## src/rtl/fc_result_drain_if.sv

```systemverilog
// fc_result_drain_if
//   Bundles the two buses of the result drain block:
//     - result RAM read port: rd_en, rd_addr (drain -> RAM), rd_data (RAM -> drain,
//       valid one cycle after rd_addr/rd_en)
//     - lane-pair output stream: out_valid, out_data_a, out_data_b, out_last
//       (drain -> consumer), out_ready (consumer -> drain)
//   Modports:
//     master - the drain block (drives read requests and the output stream)
//     slave  - the environment (RAM and downstream consumer)
interface fc_result_drain_if #(
    parameter int DATA_WIDTH = 16,
    parameter int ADDR_WIDTH = 7
);
    logic                         rd_en;
    logic        [ADDR_WIDTH-1:0] rd_addr;
    logic signed [DATA_WIDTH-1:0] rd_data;

    logic                         out_valid;
    logic                         out_ready;
    logic signed [DATA_WIDTH-1:0] out_data_a;
    logic signed [DATA_WIDTH-1:0] out_data_b;
    logic                         out_last;

    modport master (
        output rd_en, rd_addr,
        input  rd_data,
        output out_valid, out_data_a, out_data_b, out_last,
        input  out_ready
    );

    modport slave (
        input  rd_en, rd_addr,
        output rd_data,
        input  out_valid, out_data_a, out_data_b, out_last,
        output out_ready
    );
endinterface

```

## src/rtl/fc_result_drain.sv

```systemverilog
// fc_result_drain
//   Drains the fully connected layer's result RAM once the layer reports completion
//   and streams the entries as lane pairs (2k, 2k+1) over a valid/ready handshake.
//   Each pair takes RD0 (read 2k), RD1 (read 2k+1, capture lane a), CAP (capture
//   lane b), then PRESENT until accepted. All outputs are registered.
//
//   Optional feature macro: FC_ARGMAX_EN
//     defined   - tracks the signed argmax (strictly greater wins, so ties keep the
//                 lower index) over every drained entry
//     undefined - o_argmax_idx / o_argmax_val are tied to 0, no comparator built
//
//   Ports:
//     clk, rst      clock; synchronous active-high reset (aborts any drain)
//     i_start       begin a drain; sampled only in IDLE
//     bus           fc_result_drain_if.master (RAM read port + output stream)
//     o_busy        high in every state except IDLE
//     o_done        one-cycle pulse after the final pair is accepted
//     o_argmax_idx  index of the largest drained entry
//     o_argmax_val  value of the largest drained entry
module fc_result_drain #(
    parameter int DATA_WIDTH = 16,
    parameter int NUM_OUT    = 120,
    parameter int ADDR_WIDTH = 7
) (
    input  logic                         clk,
    input  logic                         rst,
    input  logic                         i_start,
    fc_result_drain_if.master            bus,
    output logic                         o_busy,
    output logic                         o_done,
    output logic        [ADDR_WIDTH-1:0] o_argmax_idx,
    output logic signed [DATA_WIDTH-1:0] o_argmax_val
);
    localparam int NUM_PAIRS = NUM_OUT / 2;
    localparam int K_W       = (NUM_PAIRS > 1) ? $clog2(NUM_PAIRS) : 1;
    localparam logic [K_W-1:0] K_LAST = K_W'(NUM_PAIRS - 1);

    typedef enum logic [2:0] {
        IDLE    = 3'd0,
        RD0     = 3'd1,
        RD1     = 3'd2,
        CAP     = 3'd3,
        PRESENT = 3'd4,
        DONE    = 3'd5
    } state_t;

    state_t                       r_state;
    state_t                       w_state_nxt;
    logic        [K_W-1:0]        r_k;
    logic        [K_W-1:0]        w_k_inc;
    logic        [ADDR_WIDTH-1:0] w_addr_a;
    logic        [ADDR_WIDTH-1:0] w_addr_b;
    logic        [ADDR_WIDTH-1:0] w_addr_next_a;
    logic                         w_xfer;

    logic                         r_rd_en;
    logic        [ADDR_WIDTH-1:0] r_rd_addr;
    logic                         r_out_valid;
    logic signed [DATA_WIDTH-1:0] r_data_a;
    logic signed [DATA_WIDTH-1:0] r_data_b;
    logic                         r_out_last;
    logic                         r_busy;
    logic                         r_done;

    assign w_k_inc       = r_k + 1'b1;
    assign w_addr_a      = ADDR_WIDTH'({r_k, 1'b0});
    assign w_addr_b      = ADDR_WIDTH'({r_k, 1'b1});
    assign w_addr_next_a = ADDR_WIDTH'({w_k_inc, 1'b0});
    assign w_xfer        = (r_state == PRESENT) && r_out_valid && bus.out_ready;

    always_comb begin
        w_state_nxt = r_state;
        case (r_state)
            IDLE:    if (i_start) w_state_nxt = RD0;
            RD0:     w_state_nxt = RD1;
            RD1:     w_state_nxt = CAP;
            CAP:     w_state_nxt = PRESENT;
            PRESENT: if (w_xfer) w_state_nxt = (r_k == K_LAST) ? DONE : RD0;
            DONE:    w_state_nxt = IDLE;
            default: w_state_nxt = IDLE;
        endcase
    end

    // Outputs are loaded on the edge that enters the state they belong to, so each
    // state's rd_en/rd_addr/valid values are visible for the whole state.
    always_ff @(posedge clk) begin
        if (rst) begin
            r_state     <= IDLE;
            r_k         <= '0;
            r_rd_en     <= 1'b0;
            r_rd_addr   <= '0;
            r_out_valid <= 1'b0;
            r_data_a    <= '0;
            r_data_b    <= '0;
            r_out_last  <= 1'b0;
            r_busy      <= 1'b0;
            r_done      <= 1'b0;
        end else begin
            r_state <= w_state_nxt;
            r_busy  <= (w_state_nxt != IDLE);
            r_done  <= (w_state_nxt == DONE);
            case (r_state)
                IDLE: begin
                    if (i_start) begin
                        r_k       <= '0;
                        r_rd_en   <= 1'b1;
                        r_rd_addr <= '0;
                    end
                end
                RD0: begin
                    r_rd_en   <= 1'b1;
                    r_rd_addr <= w_addr_b;
                end
                RD1: begin
                    // RAM word for 2k arrives during RD1
                    r_rd_en  <= 1'b0;
                    r_data_a <= bus.rd_data;
                end
                CAP: begin
                    r_data_b    <= bus.rd_data;
                    r_out_valid <= 1'b1;
                    r_out_last  <= (r_k == K_LAST);
                end
                PRESENT: begin
                    if (w_xfer) begin
                        r_out_valid <= 1'b0;
                        r_out_last  <= 1'b0;
                        if (r_k != K_LAST) begin
                            r_k       <= w_k_inc;
                            r_rd_en   <= 1'b1;
                            r_rd_addr <= w_addr_next_a;
                        end
                    end
                end
                default: ;
            endcase
        end
    end

    assign bus.rd_en      = r_rd_en;
    assign bus.rd_addr    = r_rd_addr;
    assign bus.out_valid  = r_out_valid;
    assign bus.out_data_a = r_data_a;
    assign bus.out_data_b = r_data_b;
    assign bus.out_last   = r_out_last;
    assign o_busy         = r_busy;
    assign o_done         = r_done;

`ifdef FC_ARGMAX_EN
    function automatic logic is_greater(input logic signed [DATA_WIDTH-1:0] cand,
                                        input logic signed [DATA_WIDTH-1:0] best);
        return cand > best;
    endfunction

    logic        [ADDR_WIDTH-1:0] r_amax_idx;
    logic signed [DATA_WIDTH-1:0] r_amax_val;

    // Entry 0 seeds the tracker so an all-negative buffer still reports a real entry.
    always_ff @(posedge clk) begin
        if (rst) begin
            r_amax_idx <= '0;
            r_amax_val <= '0;
        end else begin
            case (r_state)
                IDLE: begin
                    if (i_start) begin
                        r_amax_idx <= '0;
                        r_amax_val <= '0;
                    end
                end
                RD1: begin
                    if (r_k == '0 || is_greater(bus.rd_data, r_amax_val)) begin
                        r_amax_idx <= w_addr_a;
                        r_amax_val <= bus.rd_data;
                    end
                end
                CAP: begin
                    if (is_greater(bus.rd_data, r_amax_val)) begin
                        r_amax_idx <= w_addr_b;
                        r_amax_val <= bus.rd_data;
                    end
                end
                default: ;
            endcase
        end
    end

    assign o_argmax_idx = r_amax_idx;
    assign o_argmax_val = r_amax_val;
`else
    assign o_argmax_idx = '0;
    assign o_argmax_val = '0;
`endif
endmodule

```

## src/flat_wrapper.sv

```systemverilog
// flat-port wrapper written by rule: the top's interface ports become plain ports
module fc_result_drain_flat 
#(
    parameter int DATA_WIDTH = 16,
    parameter int NUM_OUT    = 120,
    parameter int ADDR_WIDTH = 7
)
  (clk, rst, i_start, o_busy, o_done, o_argmax_idx, o_argmax_val, bus_rd_en, bus_rd_addr, bus_rd_data, bus_out_valid, bus_out_data_a, bus_out_data_b, bus_out_last, bus_out_ready);
  fc_result_drain_if #(.DATA_WIDTH(DATA_WIDTH), .ADDR_WIDTH(ADDR_WIDTH)) bus_i ();
  input  logic clk;
  input  logic rst;
  input  logic i_start;
  output logic o_busy;
  output logic o_done;
  output logic        [ADDR_WIDTH-1:0] o_argmax_idx;
  output logic signed [DATA_WIDTH-1:0] o_argmax_val;
  output wire logic [$bits(bus_i.rd_en)-1:0] bus_rd_en;
  output wire logic [$bits(bus_i.rd_addr)-1:0] bus_rd_addr;
  input wire logic [$bits(bus_i.rd_data)-1:0] bus_rd_data;
  output wire logic [$bits(bus_i.out_valid)-1:0] bus_out_valid;
  output wire logic [$bits(bus_i.out_data_a)-1:0] bus_out_data_a;
  output wire logic [$bits(bus_i.out_data_b)-1:0] bus_out_data_b;
  output wire logic [$bits(bus_i.out_last)-1:0] bus_out_last;
  input wire logic [$bits(bus_i.out_ready)-1:0] bus_out_ready;
  assign bus_rd_en = bus_i.rd_en;
  assign bus_rd_addr = bus_i.rd_addr;
  assign bus_i.rd_data = bus_rd_data;
  assign bus_out_valid = bus_i.out_valid;
  assign bus_out_data_a = bus_i.out_data_a;
  assign bus_out_data_b = bus_i.out_data_b;
  assign bus_out_last = bus_i.out_last;
  assign bus_i.out_ready = bus_out_ready;
  fc_result_drain #(.DATA_WIDTH(DATA_WIDTH), .NUM_OUT(NUM_OUT), .ADDR_WIDTH(ADDR_WIDTH)) u_core (.clk(clk), .rst(rst), .i_start(i_start), .bus(bus_i), .o_busy(o_busy), .o_done(o_done), .o_argmax_idx(o_argmax_idx), .o_argmax_val(o_argmax_val));
endmodule
```

## config.mk

```make
export PLATFORM = sky130hd
export DESIGN_NAME = fc_result_drain_flat
export DESIGN_NICKNAME = d
export VERILOG_FILES = /design/src/rtl/fc_result_drain_if.sv /design/src/rtl/fc_result_drain.sv /design/src/flat_wrapper.sv
export SDC_FILE = /design/constraint.sdc
export NUM_CORES = 1
export LEC_CHECK = 0
export ABC_AREA = 1
export CAP_MARGIN = 5
export CORE_ASPECT_RATIO = 1.75
export CORE_MARGIN = 4
export CORE_UTILIZATION = 27
export DETAILED_ROUTE_END_ITERATION = 7
export MAX_ROUTING_LAYER = met4
export SLEW_MARGIN = 5
export SYNTH_ARGS = -nofsm -noshare
export SYNTH_HDL_FRONTEND = slang
export SYNTH_SLANG_ARGS = --single-unit
```

## constraint.sdc

```tcl
create_clock -name clk -period 2.13 [get_ports clk]
set_clock_uncertainty 0.2 [all_clocks]
set_input_delay 0.426 -clock clk [delete_from_list [all_inputs] [get_ports clk]]
set_output_delay 0.426 -clock clk [all_outputs]
set_load 0.05 [all_outputs]
```

**Yosys cells after proc, flatten, opt, wreduce, memory -nomap -nowiden**

Index checks and enable logic that the tools add are counted.

- $add $sub $neg: 1
- Equality and inequality tests: 10
- Mux-type cells: 19
- Reduce and logical (&&, ||, !) cells: 12

Operator list:

| operator | number |
|---|---|
| 2-to-1 mux 7 bit | 3 |
| case mux 7 bit (3 select lines) | 1 |
| 2-to-1 mux 6 bit | 3 |
| case mux 3 bit (5 select lines) | 1 |
| case mux 6 bit (2 select lines) | 1 |
| AND reduction 4 bit | 3 |
| 2-to-1 mux 3 bit | 3 |
| adder 6 x 1 -> 6 bit, second input constant | 1 |
| equality test 3 x 2 -> 1 bit, second input constant | 2 |
| equality test 3 bit, second input constant | 2 |
| equality test 6 bit, second input constant | 1 |
| != test 6 bit, second input constant | 1 |
| nonzero test 3 bit | 2 |
| 2-to-1 mux 1 bit | 4 |
| != test 2 bit, second input constant | 2 |
| case mux 1 bit (2 select lines) | 2 |
| case mux 1 bit (4 select lines) | 1 |
| nonzero test 2 bit | 2 |
| nonzero test 4 bit | 1 |
| equality test 3 x 1 -> 1 bit, second input constant | 1 |
| zero test 3 bit | 1 |
| logical AND 1 bit | 2 |
| != test 2 x 1 -> 1 bit, second input constant | 1 |
| AND reduction 2 bit | 1 |

- Register bits: 53
- Input port bits: 20
- Output and inout port bits: 67
- Logic and storage cells: 52

**Longest topological paths before layout**

Gate-level depths: netlist of run 1.

- Word-level depth: 6
- Depth in mapped cells: 9
- Mapped depth without buffers: 9

**Worst setup path before layout of run 1**

Ideal clock, no wire load.

- Kind: register to register
- Start: reg u_core.r_out_valid, in the netlist u_core.bus.out_valid
- End: reg u_core.r_k[3]
- Library setup time: 116 ps
- Arrival time: 1315 ps
- Required time: 1814 ps
- Setup slack: 499 ps
- Cell stages (with the launch flop): 6
- Buffers on the path: 0
- Period minus slack after synthesis: 1631 ps
- Path through: dfxtp_1 > nand4_1 > nand2_2 > nand2_4 > o21ai_0 > nor2_1

- Cells in the longest elaborated chain, start to end: 4

RTL lines:

| what | RTL line | source |
|---|---|---|
| from (decl) | fc_result_drain.sv:58 | `logic r_out_valid;` |
| from (signal assigned) | fc_result_drain.sv:92 | `r_out_valid <= 1'b0;` |
| from (signal assigned) | fc_result_drain.sv:121 | `r_out_valid <= 1'b1;` |
| from (signal assigned) | fc_result_drain.sv:126 | `r_out_valid <= 1'b0;` |
| logical AND 1 bit (2 in series) | fc_result_drain.sv:69 | `assign w_xfer = (r_state == PRESENT) && r_out_valid && bus.out_ready;` |
| != test 2 x 1 -> 1 bit (no source line) | n/a |  |
| AND reduction 4 bit (no source line) | n/a |  |
| to (signal assigned) | fc_result_drain.sv:129 | `r_k <= w_k_inc;` |
| to (decl) | fc_result_drain.sv:49 | `logic [K_W-1:0] r_k;` |

Every way passes these cells.
A chain may end at the register's enable or synchronous reset.

**Worst setup path in the final report of run 1**

- Start: reg u_core.r_data_a[4], in the netlist u_core.bus.out_data_a[4]
- End: out bus_out_data_a[4]

RTL lines:

| what | RTL line | source |
|---|---|---|
| from (decl) | fc_result_drain.sv:59 | `logic signed [DATA_WIDTH-1:0] r_data_a;` |
| from (signal assigned) | fc_result_drain.sv:117 | `r_data_a <= bus.rd_data;` |
| to (decl) | flat_wrapper.sv:21 | `output wire logic [$bits(bus_i.out_data_a)-1:0] bus_out_data_a;` |

No word-level cell between the ends.

==> impl_metrics.csv, run 1 <==
group,metric,value,unit
run_status,outcome,"finished, final reports clean",
sta,timing.fmax,0.480,GHz
die,die_h,132,um
setup_path,crit_chain,"clkdlybuf4s50_1",
synth,yosys.area.top_type,"dfxtp_1",
setup_path,crit_start,"u_core.bus.out_data_a[4]$_SDFFE_PP0N_",
setup_path,path_delay_family,"buffers and inverters",
pwr,p_leak,1.31,nW
layout,fillers,889,
layout,stdcell_count,503,
setup_path,slowest_stage,"clkdlybuf4s50_1",
global_routing,first_global_vias,2166,
global_routing,grt_pass1_wl,10100,um
placement,hpwl,4800,um
flow_run,drv_cap,0,
sta,fin_crit,2.08,ns
layout,multi_input_area,1060,sq um
clocking,cts_hold_buffers,0,
synth,synth_area_per_cell,7.28,sq um
layout,drive_above_1_share,0.155,
setup_path,r2r-start,"u_core.r_k[0]$_SDFFE_PP0P_",
placement,placed_cells,495,
clocking,clock_path_buffers,2,
drt,wl_met2,3390,um
drt,first_iter_violations,70,
die,ios,87,
global_routing,grt_overflow,0,
layout,final_nets,408,
synth,ys.flop_type,"dfxtp_1",
synth,yosys_warnings,0,
pwr,clkPwrFrac,0.308,
drt,wl_met3,377,um
clocking,path_clk_slew,0.07,ns
clocking,numClockSinks,53,
setup_path,crit_path_start_kind,"register",
die,start_util,0.281,
placement,placed_cell_area,2950,sq um
setup_path,worst-endpoint-arrival,1.46,ns
setup_path,cp_max_fo,2,
synth,synthTopCellsByCount,"nand2_1 (55), nor2_1 (55), dfxtp_1 (53)",
setup_path,timing.rr.end,"u_core.bus.rd_addr[5]$_SDFFE_PP0P_",
synth,syn_inst,325,
global_routing,antenna_found_initial,0,
pwr,comb_power_share,0.271,
synth,syn-cell-area,2370,sq um
sta,tns,0,ns
sta,setup_viol,0,
layout,stdcell_area,3100,sq um
clocking,cts_root_buffer,"clkbuf_16",
synth,synth_area_leaders,"dfxtp_1 (45%), nand2_1 (8.7%), nor2_1 (8.7%), buf_4 (7.9%), nand3_1 (7.8%)",
clocking,cts_resized,0,
pwr,net-switching-power,0.963,mW
pwr,switching_share,0.360,
sta,slew_headroom,0.658,
global_routing,grt_max_degree,21,
global_routing,grtUsageTotal,0.125,
setup_path,critPathKind,"reg -> out",
drt,vias,2235,
drt,ant_nets,0,
min_path,hold_path.class,"reg -> reg",
setup_path,rr_worst_depth,8,
synth,synth_edf_count,0,
setup_path,endpoint,"bus_out_data_a[4]",
die,std_cell_rows,44,
setup_path,path_depth,1,
synth,synth_cell_types,21,
pwr,p_int,1.71,mW
pwr,powerDensity,864,nW/um^2
drt,routed_via_density,4.44,
layout,syn2layout_area_growth,30.8,%
clocking,post_cts_buffers,0,
sta,rsz0062_at_grt,"no",
setup_path,end_kind,"primary output",
drt,wl_per_cell,12.6,um
synth,seq_area_frac_synth,0.448,
setup_path,worstPathRequired,1.50,ns
setup_path,slowest_delay,0.82,ns
sta,drv_slew,0,
drt,wl_met1,2430,um
layout,antenna_cells,0,
synth,synth-seq-cells,53,
sta,finalHoldViolations,0,
sta,worst_pin_slew,0.511,ns
drt,dr.pass1.iters,4,
clocking,clock_latency,0.29,ns
pwr,power_frac_seq,0.421,
pwr,ir_worst_vdd,0.522,mV
min_path,min-delay-start,"u_core.bus.rd_en$_SDFFE_PP0P_",
drt,wl,6340,um
sta,min_period_over_period,0.979,
synth,synth_top_area_frac,0.448,
drt,drc,0,
synth,async_reset_ff_frac,0,
die,dieArea,10400,sq um
clocking,htree_num_levels,2,
setup_path,path_buf_inv,1,
layout,regArea,1060,sq um
die,coreArea,8420,sq um
setup_path,rrSetupSlack,0.32,ns
die,fp.dieW,78.8,um
clocking,cts_tree,"done",
clocking,cts_buffers,5,
placement,portBuffers,63,
drt,highest_layer,"met4",
placement,gp_congestion,0.786,
-- worst min-delay path by stage --
stage	end	slack, ns	depth (start not counted)
after floorplan	u_core.r_k[1]$_SDFFE_PP0P_	0.28	2
after global placement	u_core.bus.rd_en$_SDFFE_PP0P_	0.24	2
after detailed placement	u_core.bus.rd_en$_SDFFE_PP0P_	0.25	2
after CTS	u_core.bus.rd_en$_SDFFE_PP0P_	0.26	2
after global routing	u_core.bus.out_data_a[2]$_SDFFE_PP0N_	0.29	2
final	u_core.bus.rd_en$_SDFFE_PP0P_	0.25	2
-- power by group through the flow --
stage | logic (mW) | clock network (mW) | registers (mW)
final | 0.725 | 0.822 | 1.13
after floorplan | 0.368 | 0 | 1.33
after CTS | 0.732 | 0.847 | 1.13
after global placement | 0.725 | 0 | 1.15
after global routing | 0.780 | 0.879 | 1.14
after detailed placement | 0.731 | 0 | 1.15
-- sequential cells by signal, indices dropped and copies added (netlist names) --
| signal | flops |
|---|---|
| u_core.bus.out_data_a | 16 |
| u_core.bus.out_data_b | 16 |
| u_core.bus.out_last | 1 |
| u_core.bus.out_valid | 1 |
| u_core.bus.rd_addr | 7 |
| u_core.bus.rd_en | 1 |
| u_core.o_busy | 1 |
| u_core.o_done | 1 |
| u_core.r_k | 6 |
| u_core.r_state | 3 |
-- layout make-up --
cell class | instances | area share
multi-input combinational | 235 | 0.342
sequential | 53 | 0.343
clock inverter | 3 | 0.00728
inverter | 22 | 0.0267
tap | 115 | 0.0465
timing repair buffer | 70 | 0.194
clock buffer | 5 | 0.0404
-- cell families after synthesis --
family,Yosys count,synth area share
adder cells (fa/ha/maj),1,0.00529
other,1,0.00158
buffers and inverters,59,0.139
AO/OA/AOI/OAI,51,0.110
AND/OR/NAND/NOR,160,0.296
flip-flops,53,0.448
-- metal layers --
layer / up-vias / GRT usage
met2: 82 / 0.229
li1: 1129 / -
met3: 10 / 0.0274
met4: 0 / 0.0525
met5: - / -
met1: 1014 / 0.122
-- stage by stage --
stage	power (mW)	hold WS [ns]	worst slack, ns	utilization
2_1_floorplan	1.70	0.277	0.499	-
3_3_place_gp	1.87	0.240	0.186	0.350
3_5_place_dp	1.88	0.249	0.157	0.350
4_1_cts	2.71	0.260	0.0381	0.367
5_1_grt	2.80	0.289	0.0120	0.367
6_report	2.67	0.252	0.0458	0.367
-- layout by cell type, fill, tap and decap left out --
master	count
a21oi_1	26
buf_4	40
clkbuf_16	5
clkdlybuf4s50_1	30
clkinvlp_4	3
conb_1	23
dfxtp_1	53
ha_1	1
inv_1	19
inv_2	3
nand2_1	55
nand2_2	5
nand2_4	1
nand3_1	37
nand4_1	4
nor2_1	55
nor2_4	2
nor3b_2	1
o211ai_1	1
o21ai_0	22
o22ai_1	2
Power figures use the tool's default switching activity.
==> run 2: changes to the inputs <==
--- a/config.mk
+++ b/config.mk
@@ -9,9 +9,10 @@
 export CAP_MARGIN = 5
 export CORE_ASPECT_RATIO = 1.75
 export CORE_MARGIN = 4
-export CORE_UTILIZATION = 27
+export CORE_UTILIZATION = 44
 export DETAILED_ROUTE_END_ITERATION = 7
 export MAX_ROUTING_LAYER = met4
+export PLACE_DENSITY = 0.83
 export SLEW_MARGIN = 5
 export SYNTH_ARGS = -nofsm -noshare
 export SYNTH_HDL_FRONTEND = slang
==> impl_metrics.csv, run 2 (synthesis results as in run 1) <==
group,metric,value,unit
setup_path,crit_chain,"clkdlybuf4s50_1",
setup_path,path_buf_inv,1,
drt,wl,5780,um
layout,fillers,501,
die,coreArea,5260,sq um
layout,syn2layout_area_growth,26.7,%
clocking,cts_tree,"done",
sta,rsz0062_at_grt,"no",
clocking,numClockSinks,53,
pwr,power_frac_seq,0.470,
clocking,clock_path_buffers,2,
global_routing,first_global_vias,2082,
die,fp.dieW,63.4,um
clocking,clock_latency,0.30,ns
setup_path,worst-endpoint-arrival,1.47,ns
run_status,outcome,"finished, final reports clean",
sta,finalHoldViolations,0,
min_path,hold_path.class,"reg -> reg",
clocking,cts_hold_buffers,0,
sta,slew_headroom,0.652,
drt,ant_nets,0,
setup_path,path_delay_family,"buffers and inverters",
global_routing,grt_overflow,0,
drt,vias,2219,
global_routing,antenna_found_initial,0,
pwr,switching_share,0.371,
sta,tns,0,ns
clocking,cts_root_buffer,"clkbuf_8",
setup_path,cp_max_fo,2,
setup_path,slowest_delay,0.82,ns
die,ios,87,
die,start_util,0.450,
placement,hpwl,4460,um
global_routing,grt_max_degree,21,
pwr,p_int,1.51,mW
pwr,comb_power_share,0.303,
drt,dr.pass1.iters,4,
global_routing,grtUsageTotal,0.179,
setup_path,slowest_stage,"clkdlybuf4s50_1",
layout,drive_above_1_share,0.141,
pwr,ir_worst_vdd,0.525,mV
drt,routed_via_density,5.00,
drt,first_iter_violations,34,
sta,drv_slew,0,
pwr,total_power,2.40,mW
flow_run,drv_cap,0,
setup_path,critPathKind,"reg -> out",
sta,min_period_over_period,0.983,
setup_path,worstPathRequired,1.50,ns
die,die_h,105,um
placement,placed_cell_area,2900,sq um
placement,gp_congestion,0.898,
sta,timing.fmax,0.478,GHz
die,dieArea,6660,sq um
setup_path,end_kind,"primary output",
pwr,clkPwrFrac,0.227,
sta,setup_viol,0,
sta,worst_pin_slew,0.520,ns
layout,antenna_cells,0,
pwr,powerDensity,800,nW/um^2
drt,drc,0,
pwr,p_leak,1.40,nW
die,std_cell_rows,35,
clocking,cts_buffers,5,
drt,wl_per_cell,13.0,um
layout,stdcell_area,3000,sq um
setup_path,crit_path_start_kind,"register",
clocking,path_clk_slew,0.09,ns
layout,final_nets,410,
placement,portBuffers,63,
global_routing,grt_pass1_wl,9340,um
layout,layout_common_cells,"nand2_1 (55), nor2_1 (55), dfxtp_1 (53)",
sta,fin_crit,2.09,ns
clocking,htree_num_levels,2,
pwr,net-switching-power,0.890,mW
run 2: changes by cell type in the layout (fill, tap and decap cells not counted):
cell             change
clkinvlp_4           -3
clkbuf_16            -5
clkdlybuf4s50_1      -1
dlymetal6s2s_1       +6
clkinv_4             +1
buf_4                -3
clkbuf_8             +5
clkbuf_1             +1
run 2: path summary, 6_finish.rpt:
| path | slack (ns) | end | startpoint | depth (start not counted) |
|---|---|---|---|---|
| worst max-delay path | 0.04 | bus_out_data_a[15] | u_core.bus.out_data_a[15]$_SDFFE_PP0N_ | 1 |
| worst max register to register | 0.28 | u_core.bus.rd_addr[6]$_SDFFE_PP0P_ | u_core.r_k[0]$_SDFFE_PP0P_ | 8 |
| worst min register to register | 0.27 | u_core.bus.rd_en$_SDFFE_PP0P_ | u_core.bus.rd_en$_SDFFE_PP0P_ | 2 |
| worst min-delay path | 0.27 | u_core.bus.rd_en$_SDFFE_PP0P_ | u_core.bus.rd_en$_SDFFE_PP0P_ | 2 |
run 2: power by group through the flow:
stage / clock network [mW] / logic, mW / registers [mW]
floorplan: 0 / 0.368 / 1.33
global placement: 0 / 0.721 / 1.15
detailed placement: 0 / 0.729 / 1.15
CTS: 0.559 / 0.731 / 1.13
global route: 0.600 / 0.782 / 1.14
finish: 0.544 / 0.727 / 1.13
run 2: timing repair:
action / in CTS / in global routing
resized for setup: 0 / 6
endpoints found under the hold margin: 0 / 0
setup buffers: 0 / 0
setup endpoints to repair: 0 / 6
run 2: layout make-up:
cell class | count | area (sq um) | area share
clock buffers | 6 | 72.6 | 0.0242
clock inverters | 1 | 8.76 | 0.00292
inverters | 22 | 82.6 | 0.0276
multi-input cells | 235 | 1060 | 0.354
flip-flops and latches | 53 | 1060 | 0.354
well taps | 55 | 68.8 | 0.0230
repair buffers | 72 | 643 | 0.215
run 2: layer usage:
layer / vias up / global-route usage / routed length [um] / part of all wire
met2: 78 / 0.342 / 3280 / 0.57
met5: - / - / 0 / 0
met3: 9 / 0.0398 / 354 / 0.061
li1: 1126 / - / - / -
met1: 1006 / 0.168 / 2060 / 0.36
met4: 0 / 0.0649 / 82 / 0.014
run 2: stage by stage:
| step | util | cells | hold WS, ns | worst slack (ns) |
|---|---|---|---|---|
| finish | 0.570 | 444 | 0.265 | 0.0367 |
| global route | 0.570 | 444 | 0.289 | 0.000163 |
| CTS | 0.567 | 444 | 0.268 | 0.0217 |
| detailed placement | 0.552 | 437 | 0.254 | 0.190 |
| global placement | 0.552 | 437 | 0.241 | 0.214 |
| floorplan | - | 347 | 0.277 | 0.499 |
==> run 3: changes to the inputs <==
--- a/config.mk
+++ b/config.mk
@@ -7,12 +7,15 @@
 export LEC_CHECK = 0
 export ABC_AREA = 1
 export CAP_MARGIN = 5
+export CELL_PAD_IN_SITES_DETAIL_PLACEMENT = 0
+export CELL_PAD_IN_SITES_GLOBAL_PLACEMENT = 1
 export CORE_ASPECT_RATIO = 1.75
 export CORE_MARGIN = 4
-export CORE_UTILIZATION = 44
+export CORE_UTILIZATION = 31
 export DETAILED_ROUTE_END_ITERATION = 7
 export MAX_ROUTING_LAYER = met4
-export PLACE_DENSITY = 0.83
+export PLACE_DENSITY = 0.84
+export SKIP_LAST_GASP = 1
 export SLEW_MARGIN = 5
 export SYNTH_ARGS = -nofsm -noshare
 export SYNTH_HDL_FRONTEND = slang
==> impl_metrics.csv, run 3 (synthesis results as in run 1) <==
group,metric,value,unit
clocking,cts_resized,0,
global_routing,antenna_found_initial,0,
min_path,hold_depth,2,
placement,placed_cell_area,2920,sq um
min_path,min_to,"u_core.bus.rd_en$_SDFFE_PP0P_",
die,dieArea,9150,sq um
pwr,clkPwrFrac,0.302,
sta,rsz0062_at_grt,"no",
die,die_h,124,um
layout,drive_above_1_share,0.144,
sta,fin_crit,2.07,ns
drt,drc,0,
die,std_cell_rows,41,
global_routing,grt_max_degree,21,
layout,final_nets,408,
setup_path,cp_max_fo,2,
die,fp.dieW,74.0,um
sta,slew_headroom,0.657,
global_routing,grt_pass1_wl,10100,um
setup_path,end_kind,"primary output",
pwr,net-switching-power,0.935,mW
drt,first_iter_violations,97,
pwr,p_int,1.71,mW
pwr,switching_share,0.353,
drt,ant_nets,0,
clocking,cts_buffers,5,
setup_path,timing.rr.end,"u_core.bus.rd_addr[1]$_SDFFE_PP0P_",
min_path,min-delay-start,"u_core.bus.rd_en$_SDFFE_PP0P_",
layout,layout_common_cells,"nand2_1 (55), nor2_1 (55), dfxtp_1 (53)",
pwr,p_leak,1.31,nW
min_path,hold_path.class,"reg -> reg",
placement,hpwl,4840,um
pwr,powerDensity,865,nW/um^2
global_routing,grtUsageTotal,0.148,
clocking,clock_latency,0.28,ns
placement,portBuffers,63,
die,coreArea,7340,sq um
layout,fillers,790,
setup_path,path_buf_inv,1,
setup_path,critPathKind,"reg -> out",
sta,tns,0,ns
die,start_util,0.323,
drt,routed_via_density,4.64,
drt,vias,2201,
layout,final_core_util,0.418,
die,ios,87,
setup_path,rrSetupSlack,0.32,ns
placement,gp_congestion,0.821,
sta,finalHoldViolations,0,
sta,timing.fmax,0.483,GHz
clocking,numClockSinks,53,
setup_path,slowest_delay,0.81,ns
setup_path,path_delay_family,"buffers and inverters",
clocking,cts_root_buffer,"clkbuf_16",
layout,antenna_cells,0,
layout,stdcell_area,3060,sq um
global_routing,grt_overflow,0,
clocking,cts_tree,"done",
run_status,outcome,"finished, final reports clean",
clocking,clock_path_buffers,2,
setup_path,r2r-start,"u_core.r_state[2]$_SDFF_PP0_",
layout,syn2layout_area_growth,29.5,%
setup_path,rr_worst_depth,5,
flow_run,drv_cap,0,
sta,setup_viol,0,
global_routing,first_global_vias,2196,
setup_path,worst-endpoint-arrival,1.45,ns
pwr,ir_worst_vdd,0.424,mV
setup_path,slowest_stage,"clkdlybuf4s50_1",
setup_path,worstPathRequired,1.50,ns
clocking,path_clk_slew,0.07,ns
sta,min_period_over_period,0.972,
setup_path,crit_chain,"clkdlybuf4s50_1",
drt,wl,6340,um
setup_path,crit_path_start_kind,"register",
clocking,cts_hold_buffers,0,
clocking,post_cts_buffers,0,
drt,dr.pass1.iters,4,
drt,wl_per_cell,13.4,um
pwr,power_frac_seq,0.425,
sta,worst_pin_slew,0.513,ns
sta,drv_slew,0,
pwr,comb_power_share,0.273,
clocking,htree_num_levels,2,
## run 3: worst max-delay path by stage
stage / startpoint / endpoint / slack [ns] / cells past startpoint
after global routing: u_core.bus.out_data_a[5]$_SDFFE_PP0N_ / bus_out_data_a[5] / 0.008 / 1
after CTS: u_core.bus.out_data_a[13]$_SDFFE_PP0N_ / bus_out_data_a[13] / 0.04 / 1
after global placement: bus_out_ready / u_core.bus.rd_addr[4]$_SDFFE_PP0P_ / 0.17 / 8
after detailed placement: bus_out_ready / u_core.bus.rd_addr[4]$_SDFFE_PP0P_ / 0.15 / 8
final: u_core.bus.out_data_a[13]$_SDFFE_PP0N_ / bus_out_data_a[13] / 0.06 / 1
after floorplan: u_core.bus.out_valid$_SDFFE_PP0P_ / u_core.r_k[3]$_SDFFE_PP0P_ / 0.50 / 5
## run 3: layout make-up
class | instances | area (sq um) | share of cell area
Multi-Input combinational cell | 235 | 1060 | 0.346
Sequential cell | 53 | 1060 | 0.346
Tap cell | 86 | 108 | 0.0351
Clock inverter | 2 | 15.0 | 0.00490
Timing Repair Buffer | 70 | 608 | 0.199
Clock buffer | 6 | 129 | 0.0421
Inverter | 22 | 82.6 | 0.0270
## run 3: through the flow
step	cells	setup WS [ns]	power, mW	hold WS [ns]
global placement	466	0.167	1.87	0.248
CTS	474	0.0429	2.69	0.267
finish	474	0.0590	2.65	0.263
floorplan	347	0.499	1.70	0.277
global route	474	0.00776	2.79	0.280
detailed placement	466	0.152	1.88	0.253
## run 3: routing by layer
layer	part of all wire	wire length, um	global-route usage	vias to the layer above
met4	0.034	216	0.0703	0
li1	-	-	-	1128
met3	0.041	262	0.0202	14
met1	0.38	2410	0.155	989
met2	0.54	3450	0.267	70
met5	0	0	-	-
## run 3: tightest hold or removal path, stage by stage (launching register included)
cell and delay (ns):
dfxtp_1 0.32, inv_1 0.05, a21oi_1 0.06
## run 3: power by group through the flow
stage          Sequential, mW  Clock (mW)  Combinational, mW
4_1_cts                  1.13       0.833              0.730
2_1_floorplan            1.33           0              0.368
5_1_grt                  1.14       0.867              0.788
6_report                 1.13       0.799              0.723
3_5_place_dp             1.15           0              0.728
3_3_place_gp             1.15           0              0.724
